==> config.mk <==
export PLATFORM = sky130hd
export DESIGN_NAME = snake_motion_ctrl
export DESIGN_NICKNAME = d
export VERILOG_FILES = /design/src/rtl/snake_motion_ctrl.sv
export SDC_FILE = /design/constraint.sdc
export NUM_CORES = 1
export LEC_CHECK = 0
export BUFFER_PORTS_ARGS = -buffer_cell sky130_fd_sc_hd__buf_2
export CORE_MARGIN = 5
export CORE_UTILIZATION = 60
export DETAILED_ROUTE_END_ITERATION = 12
export GPL_ROUTABILITY_DRIVEN = 0
export PLACE_DENSITY = 0.8
export SYNTH_ARGS = -nofsm -noshare
export SYNTH_HDL_FRONTEND = slang
export SYNTH_SLANG_ARGS = --single-unit
==> constraint.sdc <==
create_clock -name clk_25 -period 3.1 [get_ports clk_25]
set_input_delay 0.62 -clock clk_25 [delete_from_list [all_inputs] [get_ports clk_25]]
set_output_delay 0.62 -clock clk_25 [all_outputs]
set_load 0.02 [all_outputs]
==> src/rtl/snake_motion_ctrl.sv <==
// Snake head motion: synchronises keyboard direction codes, blocks 180-degree turns,
// paces moves with a step timer and tracks the head position with grid wrap-around.
module snake_motion_ctrl #(
   parameter int TICK_CYCLES = 1_250_000,
   parameter int GRID_W      = 40,
   parameter int GRID_H      = 30,
   parameter int XW          = 6,
   parameter int YW          = 5,
   parameter int START_X     = 20,
   parameter int START_Y     = 15
) (
   input  logic          clk_25,
   input  logic          rst,
   input  logic [2:0]    direction,
   input  logic          game_over,
   input  logic          restart,
   output logic [XW-1:0] head_x,
   output logic [YW-1:0] head_y,
   output logic [1:0]    cur_dir,
   output logic          step,
   output logic          running
);
   localparam int TW = (TICK_CYCLES > 1) ? $clog2(TICK_CYCLES) : 1;

   typedef enum logic [1:0] {IDLE, RUN, OVER} state_t;

   state_t        state, state_n;
   logic [2:0]    s1, s2, s3;
   logic [TW-1:0] timer, timer_n;
   logic [1:0]    pending, pending_n, cur_dir_n;
   logic [XW-1:0] x_n, mv_x;
   logic [YW-1:0] y_n, mv_y;
   logic          step_n;
   logic          cand_vld;
   logic [1:0]    cand;

   // A code is only trusted once two consecutive synchronised samples agree.
   assign cand     = s3[1:0];
   assign cand_vld = (s2 == s3) && !s3[2];

   always_ff @(posedge clk_25 or posedge rst) begin
      if (rst) begin
         s1 <= 3'd4;
         s2 <= 3'd4;
         s3 <= 3'd4;
      end else begin
         s1 <= direction;
         s2 <= s1;
         s3 <= s2;
      end
   end

   // Head one cell along pending, wrapping at each grid edge.
   always_comb begin
      mv_x = head_x;
      mv_y = head_y;
      unique case (pending)
         2'd0: mv_y = (head_y == YW'(GRID_H-1)) ? '0 : head_y + 1'b1;
         2'd1: mv_x = (head_x == XW'(GRID_W-1)) ? '0 : head_x + 1'b1;
         2'd2: mv_x = (head_x == '0) ? XW'(GRID_W-1) : head_x - 1'b1;
         2'd3: mv_y = (head_y == '0) ? YW'(GRID_H-1) : head_y - 1'b1;
      endcase
   end

   always_comb begin
      state_n   = state;
      timer_n   = timer;
      pending_n = pending;
      cur_dir_n = cur_dir;
      x_n       = head_x;
      y_n       = head_y;
      step_n    = 1'b0;
      case (state)
         IDLE: begin
            timer_n = '0;
            if (cand_vld) begin
               pending_n = cand;
               cur_dir_n = cand;
               state_n   = RUN;
            end
         end
         RUN: begin
            if (game_over) begin
               state_n = OVER;
               timer_n = '0;
            end else begin
               // Reversal is judged against the applied direction, not pending.
               if (cand_vld && (cand != ~cur_dir))
                  pending_n = cand;
               if (timer == TW'(TICK_CYCLES-1)) begin
                  timer_n   = '0;
                  cur_dir_n = pending;
                  x_n       = mv_x;
                  y_n       = mv_y;
                  step_n    = 1'b1;
               end else begin
                  timer_n = timer + 1'b1;
               end
            end
         end
         OVER: begin
            timer_n = '0;
            if (restart) begin
               state_n   = IDLE;
               x_n       = XW'(START_X);
               y_n       = YW'(START_Y);
               cur_dir_n = 2'd1;
               pending_n = 2'd1;
            end
         end
         default: state_n = IDLE;
      endcase
   end

   always_ff @(posedge clk_25 or posedge rst) begin
      if (rst) begin
         state   <= IDLE;
         timer   <= '0;
         pending <= 2'd1;
         cur_dir <= 2'd1;
         head_x  <= XW'(START_X);
         head_y  <= YW'(START_Y);
         step    <= 1'b0;
         running <= 1'b0;
      end else begin
         state   <= state_n;
         timer   <= timer_n;
         pending <= pending_n;
         cur_dir <= cur_dir_n;
         head_x  <= x_n;
         head_y  <= y_n;
         step    <= step_n;
         running <= (state_n == RUN);
      end
   end
endmodule

After elaboration in Yosys (flattened, before gate mapping) --
Cells that the tools add are included.
Operators by class: mux-type cells 32, bitwise operators 1, $add $sub $neg 5, reductions and logical operators 15, eq/ne operators 18
Operators by type and width (number):
- $mux 21 | 2
- $pmux 21 s2 | 1
- $mux 6 | 5
- $mux 5 | 5
- $pmux 6 s2 | 2
- $add 21x1->21 const B | 1
- $eq 21x21->1 const B | 1
- $pmux 5 s2 | 2
- $reduce_and 5->1 | 4
- $mux 2 | 9
- $pmux 2 s3 | 3
- $ne 2x2->1 const B | 5
- $add 6x1->6 const B | 1
- $eq 2x1->1 const B | 3
- $eq 2x2->1 const B | 3
- $eq 6x6->1 const B | 1
- $logic_not 6->1 | 1
- $ne 3x3->1 const B | 2
- $sub 6x1->6 const B | 1
- $add 5x1->5 const B | 1
- $eq 5x5->1 const B | 1
- $logic_not 5->1 | 1
- $sub 5x1->5 const B | 1
- $logic_not 2->1 | 2
- other kinds (9) | 13
Word-level totals: bits in registers 49, input bits 7

Longest topological paths before layout --
depth after elaboration 6, mapped depth 8, depth with buffers taken out 7

Worst setup path before layout --
Ideal clock, no wire load.
path kind register to register, start point reg timer[4], end point reg cur_dir[1], arrival time 2500 ps, path slack 473 ps, stages on the path, launching flop included 6, cell sequence dfrtp_1 or4b_4 or4_4 or3_4 a2111oi_4 mux2_1
Between the ends: word-level cells in the longest chain between the ends 3
Ends and longest elaborated chain:
- start, declared | RTL line 29 | logic [TW-1:0] timer, timer_n;
- start signal, assigned | RTL line 127 | timer <= timer_n;
- $eq 21x21->1 | RTL line 90 | if (timer == TW'(TICK_CYCLES-1)) begin
- $ne 2x2->1 (no line)
- $reduce_and 5->1 (no line)
- end signal, assigned | RTL line 129 | cur_dir <= cur_dir_n;
- end, declared | RTL line 19 | output logic [1:0] cur_dir,
No other way between the ends. A chain may end at the register's enable or synchronous reset.

Worst setup path after layout --
Same ends and word-level chain as after synthesis.

==> qor.txt <==
Post-DR vias/cell -> 6.01
EDFF count, synth -> 0
Maximum vdd drop -> 0.392 mV
Path depth of the worst reg2reg path -> 5
CP bufs+invs -> 0
Routed vias -> 2307
Final wirelength -> 5820 um
Clk_lat worst skew -> 300 ps
Most used DFF post-synth -> dfrtp_1
H-tree lvl count -> 2
Area of the mapped netlist -> 2880 um^2
DR WL/cell -> 15.2 um
Synth top area cells -> dfrtp_1 33%, dfstp_2 10%, ha_1 5.6%
Slowest cell on crit path -> or4b_4
Critical-path cell list -> or4b_4 > or4_4 > or3_4 > a2111oi_4 > mux2_1
Die height -> 79.3 um
Hold buffers post-CTS -> 0
Syn nets -> 328
Ratio of cells with drive above 1 in the final layout -> 17.0%
Outcome -> complete, no violations
Hold Violations, Final -> 0
Switching pwr -> 0.00101 W
Ys Warns -> 0
Initial Util -> 61.4%
Int Pwr -> 0.00145 W
CTS Buf Count -> 5
Final ANT Viol Nets -> 0
Post_cts resized -> 0
Vias in the first global route -> 2227
Port buffer count -> 21
Asr flop ratio synth -> 100%
Commonest cells post-synth -> 38 x dfrtp_1, 32 x nor2_1, 25 x o21ai_0
Share of the synthesized area in the top cell type -> 33.0%
Max stage delay on crit path -> 550 ps
TNS Setup -> 0 ps
Kind of critical path -> reg2reg
Final nets -> 349
Syn avg cell area -> 9.36 um^2
Initial drt markers -> 106
IO Count -> 22
Postcts setup bufs -> 0
Area post-placement -> 3050 um^2
Area Growth Syn to Fin -> 9.73%
Final setup fails -> 0
Cell accounting for the most synthesized area -> dfrtp_1
ANT cells -> 0
Tcrit/Tclk final -> 88.7%
Worst slack, placed -> 367 ps
Crit start category -> flop
Initial antenna violation count -> 0
Hold Crit Class -> reg2reg
Largest net degree at the start of global routing -> 50
Worst-margin pin slew -> 1000 ps
Post-Syn Instances -> 308
Arr. time, crit path -> 2940 ps
DR DRC count -> 0
RSZ-0062 raised after global routing -> false
Pleak -> 1.34 nW
Yosys reg bits -> 49
Hold Path Stages -> 0
Cell variety after synth -> 55
CTS tree -> built
Setup crit end kind -> flop
Reg power frac -> 38.8%
CTS Root Cell -> clkbuf_8
Largest fanout on the critical path -> 6
CP delay by family, top -> simple AND/OR/NAND/NOR gates
Pwr dens -> 777 nW/um^2
Hpwl dp -> 4140 um
1st-pass router iterations -> 4
Core area -> 4690 um^2
Seq/Total Area, Yosys -> 43.0%
Top-count cell post-synth -> dfrtp_1
Die area -> 6290 um^2
Worst endpoint required time -> 3290 ps
Max-cap violations -> 0
Die Width -> 79.3 um
Skew final -> 4.90 ps
Sink Count -> 49
Share of total power in the clock network -> 18.7%
First-pass GRT wire length -> 10100 um
Grt ovf -> 0
Worst rel slew slack -> 33.2%
Sw frac -> 41.1%
Crit path depth -> 5
Crit path time final -> 2750 ps
Post-route design area -> 3160 um^2
Max-slew violation count -> 0
Gate power share -> 42.6%
Highest Clock Rate -> 0.364 GHz
Final worst slack -> 352 ps
Util after Layout -> 67.4%
Clock Pin Slew Worst Setup and Hold Paths -> 90 ps
Num rows -> 25
Max clock buf depth -> 2
GRT Util Overall -> 20.2%
-- flip-flops by register name, summed over array words and instances (netlist names) --
register / cells
s2: 3
cur_dir: 2
step: 1
s1: 3
timer: 21
running: 1
pending: 2
state: 2
s3: 3
head_y: 5
head_x: 6
-- cell families after synthesis --
logic type,count (synthesis),share of synthesized area (%)
simple gates,127,24.6
compound gates,68,15.2
flops,49,43.0
buf+inv,24,3.13
xor+xnor,23,6.99
fa+ha+maj,13,5.64
mux,4,1.48
-- final cells by class --
class                      instances  area [um^2]
multi-input combinational        235         1550
sequential                        49         1240
timing repair buffer              26          143
clock buffer                       5         68.8
inverter                          12         45.0
clock inverter                     3         46.3
fill                             365         1530
tap                               54         67.6
-- layer usage --
layer  track usage, %  up-vias  wire length, um  part of all wire (%)
met3             4.08       11              239                   4.1
met2             33.5       56             2830                    49
met1             25.6     1093             2630                    45
li1                 -     1147                -                     -
met5                0        -                0                     0
met4             8.25        0              117                   2.0
-- worst reg2reg max path, stage by stage, from the launching register on --
cell and delay [ps]:
dfrtp_1 440, or4b_4 550, or4_4 510, or3_4 360, a2111oi_4 410, mux2_1 360
-- power groups by stage --
stage          logic, W  clock network, W  registers [W]
2_1_floorplan  0.000748                 0       0.000986
3_3_place_gp    0.00101                 0       0.000958
3_5_place_dp    0.00104                 0       0.000965
4_1_cts         0.00105          0.000472       0.000953
5_1_grt         0.00117          0.000500       0.000979
6_report        0.00105          0.000459       0.000952
-- per-stage QoR --
stage / cells / hold slack, ps / total power (W)
after floorplan: 308 / 331 / 0.00173
after global placement: 376 / 333 / 0.00197
after detailed placement: 376 / 338 / 0.00201
after CTS: 384 / 359 / 0.00247
after global routing: 384 / 364 / 0.00265
final: 384 / 352 / 0.00246
-- placed cells by master, fill, tap and decap left out, drive strengths merged, types with 2 or more instances in the layout --
cell type / instances
dfrtp: 38
xnor2: 6
nor4: 6
nand4: 7
nor3: 10
buf: 26
or2: 2
xor2: 17
and2: 2
a41oi: 2
a31oi: 3
nand2: 20
or4: 3
a21o: 3
dfstp: 11
mux2: 2
or3b: 2
nor2b: 6
ha: 13
a2111oi: 3
nand4b: 2
nor4b: 4
o31ai: 3
nor3b: 4
nor2: 32
or3: 2
or4b: 2
o21a: 3
clkbuf: 5
o21ai: 25
nand3: 10
and4: 2
and3: 6
inv: 12
a21oi: 16
mux2i: 2
-- path summary, 6_finish.rpt --
| path | startpoint | end | slack, ps |
|---|---|---|---|
| min in group asynchronous | rst | timer[11] | 550 |
| max in group asynchronous | rst | s1[0] | 1940 |
| setup reg to reg | timer[4] | cur_dir[1] | 350 |
| setup / recovery | timer[4] | cur_dir[1] | 350 |
| hold reg to reg | s1[0] | s2[0] | 350 |
| hold / removal | s1[0] | s2[0] | 350 |
Power figures use the tool's default switching activity.
